<file path="config.mk">
export PLATFORM = sky130hd
export DESIGN_NAME = pipe_stage_buf
export DESIGN_NICKNAME = d
export VERILOG_FILES = /design/src/rtl/pipe_stage_buf_pkg.sv /design/src/rtl/pipe_stage_buf_sat_counter.sv /design/src/rtl/pipe_stage_buf.sv
export SDC_FILE = /design/constraint.sdc
export NUM_CORES = 1
export LEC_CHECK = 0
export CORE_UTILIZATION = 40
export DETAILED_ROUTE_END_ITERATION = 10
export GPL_TIMING_DRIVEN = 0
export PLACE_DENSITY = 0.72
export SLEW_MARGIN = 5
export SYNTH_ARGS = -nofsm -noshare
export SYNTH_HDL_FRONTEND = slang
export SYNTH_SLANG_ARGS = --single-unit
</file>
<file path="constraint.sdc">
create_clock -name clk -period 4.2 [get_ports clk]
set_input_delay 0.63 -clock clk [delete_from_list [all_inputs] [get_ports clk]]
set_output_delay 0.63 -clock clk [all_outputs]
set_load 0.01 [all_outputs]
</file>
<file path="src/rtl/pipe_stage_buf_pkg.sv">
// Shared constants and helpers for the elastic pipeline stage buffer.
// Depth limits and the pointer-width helper live here so other stages can size against them.
package pipe_stage_buf_pkg;

    localparam int PSB_MAX_DEPTH = 8;

    // Pointer width for a circular buffer; a single entry still needs one bit.
    function automatic int psb_ptr_w(input int depth);
        return (depth > 1) ? $clog2(depth) : 1;
    endfunction

endpackage

</file>
<file path="src/rtl/pipe_stage_buf_sat_counter.sv">
// Saturating up-counter with synchronous clear.
// Clear has priority over increment; the count holds at all-ones.
module pipe_stage_buf_sat_counter #(
    parameter int CNT_W = 16
) (
    input  logic             clk,
    input  logic             reset,
    input  logic             inc,
    input  logic             clr,
    output logic [CNT_W-1:0] count
);

    logic [CNT_W-1:0] count_q;
    logic [CNT_W-1:0] count_d;

    always_comb begin
        count_d = count_q;
        if (clr) begin
            count_d = '0;
        end else if (inc && (count_q != {CNT_W{1'b1}})) begin
            count_d = count_q + 1'b1;
        end
    end

    always_ff @(posedge clk or negedge reset) begin
        if (!reset) begin
            count_q <= '0;
        end else begin
            count_q <= count_d;
        end
    end

    assign count = count_q;

endmodule

</file>
<file path="src/rtl/pipe_stage_buf.sv">
// Multi-entry elastic stage register with valid/allow_in handshakes on both sides,
// synchronous flush and a saturating back-pressure stall counter.
module pipe_stage_buf
    import pipe_stage_buf_pkg::*;
#(
    parameter int DATA_W     = 32,
    parameter int DEPTH      = 2,
    parameter int READY_PASS = 1,
    parameter int CNT_W      = 16
) (
    input  logic                       clk,
    input  logic                       reset,
    input  logic                       in_valid,
    input  logic [DATA_W-1:0]          in_data,
    output logic                       allow_in,
    output logic                       out_valid,
    output logic [DATA_W-1:0]          out_data,
    input  logic                       out_allow_in,
    input  logic                       flush,
    output logic [$clog2(DEPTH+1)-1:0] occupancy,
    output logic [CNT_W-1:0]           stall_cnt,
    input  logic                       stall_clr
);

    localparam int PTR_W = psb_ptr_w(DEPTH);
    localparam int OCC_W = $clog2(DEPTH + 1);
    localparam logic [PTR_W-1:0] LAST_PTR = PTR_W'(DEPTH - 1);
    localparam logic [OCC_W-1:0] FULL_OCC = OCC_W'(DEPTH);

    logic [DATA_W-1:0] entry_mem [DEPTH];

    logic [PTR_W-1:0] rd_ptr_q, rd_ptr_d;
    logic [PTR_W-1:0] wr_ptr_q, wr_ptr_d;
    logic [OCC_W-1:0] occ_q, occ_d;

    logic full;
    logic pop_ready;
    logic push;
    logic pop;
    logic stall_inc;

    // Explicit wrap so non-power-of-two depths cycle through DEPTH slots only.
    function automatic logic [PTR_W-1:0] ptr_next(input logic [PTR_W-1:0] ptr);
        return (ptr == LAST_PTR) ? '0 : ptr + 1'b1;
    endfunction

    always_comb begin
        full      = (occ_q == FULL_OCC);
        out_valid = (occ_q != '0);
        pop_ready = out_valid && out_allow_in;
        allow_in  = !full || ((READY_PASS != 0) && pop_ready);
        push      = in_valid && allow_in && !flush;
        pop       = pop_ready && !flush;
        stall_inc = out_valid && !out_allow_in && !flush;
        out_data  = out_valid ? entry_mem[rd_ptr_q] : '0;
        occupancy = occ_q;
    end

    always_comb begin
        rd_ptr_d = rd_ptr_q;
        wr_ptr_d = wr_ptr_q;
        occ_d    = occ_q;
        if (flush) begin
            rd_ptr_d = '0;
            wr_ptr_d = '0;
            occ_d    = '0;
        end else begin
            if (pop) begin
                rd_ptr_d = ptr_next(rd_ptr_q);
            end
            if (push) begin
                wr_ptr_d = ptr_next(wr_ptr_q);
            end
            if (push && !pop) begin
                occ_d = occ_q + 1'b1;
            end else if (pop && !push) begin
                occ_d = occ_q - 1'b1;
            end
        end
    end

    always_ff @(posedge clk or negedge reset) begin
        if (!reset) begin
            rd_ptr_q <= '0;
            wr_ptr_q <= '0;
            occ_q    <= '0;
        end else begin
            rd_ptr_q <= rd_ptr_d;
            wr_ptr_q <= wr_ptr_d;
            occ_q    <= occ_d;
        end
    end

    // Payload storage carries no reset; out_data is gated by occupancy instead.
    always_ff @(posedge clk) begin
        if (push) begin
            entry_mem[wr_ptr_q] <= in_data;
        end
    end

    pipe_stage_buf_sat_counter #(
        .CNT_W (CNT_W)
    ) u_stall_cnt (
        .clk   (clk),
        .reset (reset),
        .inc   (stall_inc),
        .clr   (stall_clr),
        .count (stall_cnt)
    );

endmodule

</file>
==> run metrics, run 1 <==
register area share after synthesis=between 60 and 70%; synth cell count leaders=edfxtp_1, nor2_1, mux2i_1; Power Total=between 1.5 and 2 mW; placed cells=460; H-tree levels=3; largest family of logic cells by synthesized area=simple AND/OR/NAND/NOR gates; yosys warns=0; hpwl dp=5187 um; switching power=0.4007 mW; Post-synth EDFFs=64; Multi-input gate area=1134 um2; xor/xnor share of the synthesized area=less than 1%; area leader, netlist=edfxtp_1; Synth Area in Compound Gates=roughly 5.9%; Worst path slowest cell=clkdlybuf4s50_1; post-route cell area=4913 um2; cell with the most instances after synthesis=edfxtp_1; CP Launch Type=flip-flop; Min-Delay Path Class=flip-flop to flip-flop; CP Class=flip-flop to output pin; via density per instance=5.174; Worst R2R Path Depth=5; Fmax=346.8 MHz; GRT Util Overall=16.21%; top cell type's share of synthesized area=53.04%; Final Non-Filler Cells=476; global-route wire length before repair=12,080 um; Mapped Cells=about 260; Max-Slew Margin vs Limit=a little over a third; portion of netlist area occupied by mux cells=a little under a tenth; critical path, cell by cell=nor2_2 -> clkbuf_1 -> nor2_1 -> clkdlybuf4s50_1; Final min period=2.883 ns; Peak VDD IR=243.5 uV; # IOs=90; final worst setup slack=1.317 ns; Max clock buf depth=2; Async S/R FF share, synth=between 20% and 30%; worst skew pair latency=between 0.3 and 0.4 ns; detailed-route via count=2,463; Period Utilization, post-route=slightly below 70%; count of cell types in the netlist=44; number of remaining DRC errors=0; Worst setup EP type=output pin; DRT iter0 DRCs=102; share of cells above drive strength 1=10.60%; die area=approximately 9400 um2; worst-path fanout max=10; PortBufs=87; MaxCap Viol Count=0; post-cts sizing count=0; syn_area_per_cell=13.99 um2; sequential power share=~53%; switch share=~23%; Area Overhead vs Synth=35.60%; setup violators final=0; status=finished clean; Hold Crit Depth=1; measured slew at the worst slew-check pin=0.9481 ns; Worst-path clk slew=0.08 ns; row count=34; flops & latches, synth=84; grt ovf=0; syn_nets=298; Setup Fix Bufs, Post-CTS=0; Simple-Gate Fraction of Synth Area=between 10% and 20%; Setup WS pre-CTS=1.399 ns; DRT antenna net count=0; max-slew violations=0; largest net degree at the start of global routing=21; # clock sinks=84; PD cells=360.4 nW/um2; Adder-Cell Fraction of Synth Area=less than 1%; Final Hold Fails=0; routed len/inst=15.39 um; ANT cells=0; CP arrival=2.25 ns; CP max stage delay=0.50 ns; core area=8763 um2; power share of the clock group=between 30% and 40%; RSZ-0062 raised after global routing=false; # hold bufs at CTS=0; final net count=402; final wirelength=between 7000 and 8000 um; Synth area leaders=edfxtp_1, dfrtp_1, mux2i_1; CTS tree=yes; Area after DPL=4692 um2; Die W=97.18 um; fillers=732; post-synthesis instance area=3623 um2; vias in the first global route=2,456; Sum Neg Setup Slack=0 ns; leakage power=1.718 nW; die height=97.18 um; WP data required=3.57 ns; Initial Util=approximately 41%; ys flop type=edfxtp_1; initial antenna violation count=0; RD Place Congestion=0.7906; clock root buffer=clkbuf_8; total CTS buffers=9; DR pass1 iterations=4; Pint=1.370 mW; sequential cell area=2422 um2; Logic pwr share=between 10% and 20%; clock skew=between 0.01 and 0.015 ns
[path summary, 6_finish.rpt]
check                                   endpoint  slack (ns)                  from
max reg2reg                u_stall_cnt.count[15]        2.42  u_stall_cnt.count[0]
min in group asynchronous   u_stall_cnt.count[6]        0.81                 reset
max in group asynchronous           occupancy[1]        2.81                 reset
min                         u_stall_cnt.count[7]        0.55  u_stall_cnt.count[7]
min reg2reg                 u_stall_cnt.count[7]        0.55  u_stall_cnt.count[7]
max                                 out_data[12]        1.32          occupancy[0]
[logic make-up (layout without fill, tap and decap cells)]
family / Yosys count / after routing
flops: 84 / 84
fa+ha+maj: 1 / 1
mux: 34 / 34
simple gates: 90 / 90
compound gates: 32 / 32
xor+xnor: 2 / 2
buf+inv: 16 / 125
[metrics by stage]
step	hold slack, ns	util [%]
floorplan	0.3344	-
global placement	0.5328	52.83
detailed placement	0.5388	53.54
CTS	0.5505	56.07
global route	0.5779	56.07
finish	0.5509	56.07
[final cells by class]
class / instances / area share [%]
buffer: 11 / 1.095
clock buffer: 9 / 2.521
multi-input combinational: 159 / 23.07
clock inverter: 7 / 1.986
tap: 108 / 2.750
inverter: 5 / 0.4838
sequential: 84 / 49.30
timing repair buffer: 93 / 18.79
[power by group through the flow]
stage	sequential [mW]	combinational, mW	clock, mW
finish	0.934	0.206	0.631
floorplan	0.953	0.0920	0
global placement	0.954	0.200	0
global route	0.937	0.225	0.684
CTS	0.935	0.210	0.649
detailed placement	0.953	0.209	0
[registers in the layout, summed over array words and instances, names as in the netlist]
name,cells
entry_mem,64
u_stall_cnt.count,16
occupancy,2
rd_ptr_q,1
wr_ptr_q,1
[per-layer routing]
metal	global-route usage [%]	part of all wire [%]	up-vias
met5	0	0	-
met4	7.463	2.0	0
met3	3.094	3.2	13
met2	26.49	50	55
met1	20.90	45	1201
li1	-	-	1194
[layout by cell type (no fill, tap or decap), types with 4 or more instances in the layout]
master           count
edfxtp_1            64
nor3_1               4
or4_1                6
a21oi_1             14
inv_1                4
clkbuf_8             9
buf_2                4
buf_4                4
nor2_1              39
mux2i_1             32
o31ai_1              6
nand3_1              7
clkdlybuf4s50_1     87
dfrtp_1             20
clkbuf_1             5
nand2_1              5
[critical path, delay by kind of cell (launching register included)]
family                 cells  cell delay [ns]
buffers and inverters      2             0.91
DFF                        1             0.44
and+or+nand+nor            2             0.56
(Power assumes the default switching activity.)
==> run 2, diff against run 1 <==
--- a/config.mk
+++ b/config.mk
@@ -8,7 +8,7 @@
 export CORE_UTILIZATION = 40
 export DETAILED_ROUTE_END_ITERATION = 10
 export GPL_TIMING_DRIVEN = 0
-export PLACE_DENSITY = 0.72
+export PLACE_DENSITY = 0.75
 export SLEW_MARGIN = 5
 export SYNTH_ARGS = -nofsm -noshare
 export SYNTH_HDL_FRONTEND = slang
==> constraint.sdc (replaced) <==
create_clock -name clk -period 2.3 [get_ports clk]
set_input_delay 0.345 -clock clk [delete_from_list [all_inputs] [get_ports clk]]
set_output_delay 0.345 -clock clk [all_outputs]
set_load 0.01 [all_outputs]
==> run 2 against run 1 <==
Combinational power increased by 91%. Register-to-register slack got worse by 1.9 ns. Die area unchanged. Cell area increased by 1.3%. Count of clock-buffer cells in the layout unchanged. Sequential cell count unchanged. Hold slack got worse by 0.20 ns. Largest power group unchanged. Highest routed layer unchanged.
==> run metrics, run 2 (synthesis gave the netlist of run 1 again) <==
R2R setup slack=0.54 ns (-1.88 ns); die area=9443 um2 (unchanged); leakage power=1.759 nW (+2.4%); Min-Delay Path Class=input port to flip-flop; Sum Neg Setup Slack=0 ns (unchanged); final wirelength=7444 um (+1.6%); end of the worst register-to-register path=entry_mem[0][2]; Multi-input gate area=1151 um2 (+1.5%); total CTS buffers=9 (unchanged); die height=97.18 um (unchanged); CP Launch Type=flip-flop; number of remaining DRC errors=0 (unchanged); final net count=406 (+1.0%); Max clock buf depth=2 (unchanged); DRT antenna net count=0 (unchanged); CTS tree=yes; # hold bufs at CTS=0 (unchanged); FF-to-FF Start=occupancy[0]; via density per instance=5.183 (+0.17%); CP arrival=1.86 ns (-0.39 ns); PD cells=639.0 nW/um2 (+77%); max-slew violations=0 (unchanged); initial antenna violation count=0 (unchanged); commonest non-fill, non-tap cell in the layout=clkdlybuf4s50_1; # IOs=90 (unchanged); grt ovf=0 (unchanged); status=finished clean; Setup WS pre-CTS=-0.5366 ns (-1.936 ns); core area=8763 um2 (unchanged); global-route wire length before repair=12,200 um (+0.98%); WHS Endpoint=rd_ptr_q; Period Utilization, post-route=95.77%; Largest register FFs=64 (unchanged); PortBufs=87 (unchanged); clock root buffer=clkbuf_8; WP data required=1.96 ns (-1.61 ns); Top reg by flops=entry_mem; # clock sinks=84 (unchanged); hpwl dp=5063 um (-2.4%); largest net degree at the start of global routing=21 (unchanged); Power Total=3.182 mW (+80%); Worst R2R Path Depth=5 (unchanged); row count=34 (unchanged); Initial Util=41.35% (unchanged); CP Class=flip-flop to output pin; RD Place Congestion=0.8253 (+4.4%); ANT cells=0 (unchanged); Hold Crit Depth=2 (+1); Die W=97.18 um (unchanged); worst skew pair latency=0.35 ns (about the same); Final Hold Fails=0 (unchanged); Hold Path Origin=flush; measured slew at the worst slew-check pin=0.9019 ns (-0.04623 ns); setup violators final=0 (unchanged); Fmax=454.0 MHz; Worst-path clk slew=0.09 ns (about the same); Final min period=2.203 ns; DR pass1 iterations=4 (unchanged); Worst setup EP type=output pin; final worst setup slack=0.09734 ns (-1.219 ns); H-tree levels=3 (unchanged); vias in the first global route=2,485 (+1.2%); sequential cell area=2424 um2 (about the same); CP Launch Point=rd_ptr_q; GRT Util Overall=16.32% (+0.12 points); routed len/inst=15.51 um (+0.79%); most frequent cells in the layout=clkdlybuf4s50_1, edfxtp_1, nor2_1, mux2i_1, dfrtp_1; Max-Slew Margin vs Limit=39.69% (+3.1 points); share of cells above drive strength 1=13.17% (+2.6 points); detailed-route via count=2,488 (+1.0%); worst-path fanout max=10 (unchanged); Peak VDD IR=240.1 uV (-1.4%); DRT iter0 DRCs=81 (-21%); fillers=728 (-0.55%); clock skew=0.008528 ns (-0.006089 ns); MaxCap Viol Count=0 (unchanged); Area Overhead vs Synth=37.43%
## run 2: final cells by class
class / count / area share [%]
flip-flops and latches: 84 / 48.67
multi-input cells: 159 / 23.12
repair buffers: 98 / 19.50
well taps: 108 / 2.714
clock buffers: 9 / 2.487
clock inverters: 7 / 1.658
plain buffers: 10 / 1.382
inverters: 5 / 0.4774
## run 2: how the worst max path moves through the flow
stage | slack, ns | end | cells after the start
final | 0.1 | out_data[30] | 4
after global routing | -0.008 | out_data[2] | 4
after CTS | 0.003 | out_data[23] | 4
after detailed placement | -0.54 | entry_mem[1][4] | 5
after global placement | -0.89 | entry_mem[1][2] | 4
after floorplan | 0.10 | entry_mem[1][0] | 3
## run 2: per-layer routing
metal	vias up	share of wire (%)	GRT usage, %
li1	1195	-	-
met3	4	5.4	4.101
met2	75	50	26.98
met5	-	0	0
met1	1214	44	21.26
met4	0	0.56	4.822
## run 2: power breakdown
group	total, mW	switching (mW)	internal, mW
Clock	1.08	0.560	0.519
Combinational	0.393	0.184	0.209
Sequential	1.71	0.0206	1.69
Total	3.18	0.764	2.42
## run 2: metrics by stage
stage	util, %	hold WS [ns]	cells	instance area, um2
floorplan	-	0.04941	259	3646
global placement	53.08	0.5381	454	4652
detailed placement	53.43	0.5436	456	4682
CTS	56.35	0.3348	476	4938
global route	56.82	0.3490	480	4980
finish	56.82	0.3495	480	4980
## run 2: worst max-delay path: stages, from the launching register on
cell and delay [ns]:
dfrtp_2 0.48, buf_4 0.22, mux2i_1 0.13, nor2_1 0.13, clkdlybuf4s50_1 0.55
## run 2: timing repair
action	in CTS	in global routing
buffers inserted	5	4
setup endpoints to repair	48	50
gates resized for setup	7	11
pin swaps	2	1
==> run 3, diff against run 2 <==
--- a/config.mk
+++ b/config.mk
@@ -5,6 +5,7 @@
 export SDC_FILE = /design/constraint.sdc
 export NUM_CORES = 1
 export LEC_CHECK = 0
+export CAP_MARGIN = 20
 export CORE_UTILIZATION = 40
 export DETAILED_ROUTE_END_ITERATION = 10
 export GPL_TIMING_DRIVEN = 0
==> constraint.sdc (replaced) <==
create_clock -name clk -period 2.3 [get_ports clk]
set_input_delay 0.46 -clock clk [delete_from_list [all_inputs] [get_ports clk]]
set_output_delay 0.46 -clock clk [all_outputs]
set_load 0.01 [all_outputs]
==> run 3 against run 2 <==
Combinational power is essentially flat. Non-clock buffer count up 1. Largest cell class unchanged. Critical path depth rose by 1. Count of clock-buffer cells in the layout did not move.
==> run metrics, run 3 (synthesis gave the netlist of run 1 again) <==
hpwl dp=5063 um (unchanged); Peak VDD IR=237.2 uV (-1.2%); leakage power=2.152 nW (+22%); CP Class=flip-flop to output pin; CTS tree=yes; max-slew violations=0 (unchanged); DRT iter0 DRCs=78 (-3.7%); Area after DPL=4682 um2 (unchanged); PD cells=627.9 nW/um2 (-1.7%); core area=8763 um2 (unchanged); Fmax=449.6 MHz (-0.96%); WHS Endpoint=rd_ptr_q; via density per instance=5.179 (about the same); die height=97.18 um (unchanged); Largest register FFs=64 (unchanged); Worst R2R Path Depth=4 (-1); Max clock buf depth=2 (unchanged); final net count=407 (+0.25%); Top reg by flops=entry_mem; Final Hold Fails=0 (unchanged); routed len/inst=15.68 um (+1.1%); CP Launch Type=flip-flop; die area=9443 um2 (unchanged); # hold bufs at CTS=0 (unchanged); worst-path fanout max=6 (-4); Worst path slowest cell=clkdlybuf4s50_1; worst skew pair latency=0.35 ns (about the same); row count=34 (unchanged); H-tree levels=3 (unchanged); setup violators final=0 (unchanged); most frequent cells in the layout=edfxtp_1, clkdlybuf4s50_1, nor2_1, mux2i_1, dlymetal6s2s_1; vias in the first global route=2,505 (+0.80%); Max-Slew Margin vs Limit=39.38% (-0.31 points); clock skew=0.009043 ns (+0.0005154 ns); placed cells=456 (unchanged); commonest non-fill, non-tap cell in the layout=edfxtp_1; post-route cell area=5074 um2 (+1.9%); Sum Neg Setup Slack=0 ns (unchanged); Period Utilization, post-route=96.70% (+0.93 points); PortBufs=87 (unchanged); critical path, cell by cell=nor2_4 -> buf_12 -> buf_4 -> nor2_1 -> clkdlybuf4s50_1; clock root buffer=clkbuf_8; RD Place Congestion=0.8253 (unchanged); routed wl met2=3761 um (+1.7%); Die W=97.18 um (unchanged); CP max stage delay=0.56 ns (about the same); Hold Crit Depth=2 (unchanged); global-route wire length before repair=12,290 um (+0.73%); # IOs=90 (unchanged); RSZ-0062 raised after global routing=false; final wirelength=7540 um (+1.3%); Worst setup EP type=output pin; Final Non-Filler Cells=481 (+0.21%); FF-to-FF Start=occupancy[1]; GRT Util Overall=16.42% (+0.094 points); WP data required=1.84 ns (-0.12 ns); Top Layer Used=met4; ANT cells=0 (unchanged); # clock sinks=84 (unchanged); MaxCap Viol Count=0 (unchanged); largest net degree at the start of global routing=21 (unchanged); Min-Delay Path Class=input port to flip-flop; status=finished clean; share of cells above drive strength 1=13.94% (+0.77 points); Final min period=2.224 ns (+0.02135 ns); Fin Hold WS=0.4616 ns (+0.1120 ns); Area Overhead vs Synth=40.02%; number of remaining DRC errors=0 (unchanged); Worst-path clk slew=0.09 ns (about the same); detailed-route via count=2,491 (+0.12%); grt ovf=0 (unchanged); Hold Path Origin=flush; final worst setup slack=0.07599 ns (-0.02135 ns); end of the worst register-to-register path=entry_mem[0][2]; wire length on met3=398 um (-1.5%); DR pass1 iterations=4 (unchanged); total CTS buffers=9 (unchanged); measured slew at the worst slew-check pin=0.9065 ns (+0.004601 ns); DRT antenna net count=0 (unchanged); CP arrival=1.76 ns (-0.10 ns); initial antenna violation count=0 (unchanged); R2R setup slack=0.28 ns (-0.26 ns); Setup WS pre-CTS=-0.6516 ns (-0.1150 ns); M1 WL=3314 um (+0.49%); Initial Util=41.35% (unchanged)
run 3: cell count changes in the layout (fill, tap and decap cells not counted), moves of 3 or more:
cell / delta
buf_6: +3
dlymetal6s2s_1: +22
dlygate4sd2_1: +6
buf_4: -6
clkdlybuf4s50_1: -28
run 3: cell type report:
class / instances / area [um2]
Buffer: 10 / 92.59
Clock buffer: 9 / 123.9
Clock inverter: 7 / 82.58
Fill cell: 718 / 3690
Inverter: 5 / 23.77
Multi-Input combinational cell: 159 / 1151
Sequential cell: 84 / 2426
Tap cell: 108 / 135.1
Timing Repair Buffer: 99 / 1039
run 3: through the flow:
| stage | power, mW | util [%] |
|---|---|---|
| 6_report | 3.186 | 57.90 |
| 5_1_grt | 3.314 | 57.90 |
| 4_1_cts | 3.221 | 57.04 |
| 3_5_place_dp | 2.120 | 53.43 |
| 3_3_place_gp | 2.105 | 53.08 |
| 2_1_floorplan | 1.912 | - |
run 3: repair_timing:
| action | CTS | global route |
|---|---|---|
| buffers inserted | 8 | 2 |
| pin swaps | 2 | 0 |
| resized for setup | 23 | 25 |
| endpoints found under the setup margin | 85 | 27 |
run 3: worst max-delay path by stage:
stage | start | cells past startpoint | to | slack, ns
finish | occupancy[1] | 5 | out_data[31] | 0.08
floorplan | occupancy[1] | 3 | entry_mem[1][0] | 0.10
CTS | occupancy[1] | 5 | out_valid | 0.006
global route | rd_ptr_q | 4 | out_data[14] | 0.002
global placement | out_allow_in | 4 | entry_mem[1][2] | -1.01
detailed placement | out_allow_in | 5 | entry_mem[1][4] | -0.65
run 3: metal layers:
layer / global-route usage, % / vias up
li1: - / 1198
met1: 21.50 / 1217
met2: 27.09 / 69
met3: 4.029 / 7
met4: 4.822 / 0
met5: 0 / -
run 3: power breakdown:
group	leakage [nW]	switching (mW)	internal, mW	total (mW)
registers	0.860	0.0204	1.69	1.71
logic	1.19	0.186	0.209	0.395
clock network	0.0984	0.561	0.519	1.08
total	2.15	0.768	2.42	3.19
run 3: critical path, delay by kind of cell, from the launching register on:
| family | cells | cell delay (ns) |
|---|---|---|
| buffers and inverters | 3 | 0.82 |
| DFF | 1 | 0.43 |
| and+or+nand+nor | 2 | 0.17 |
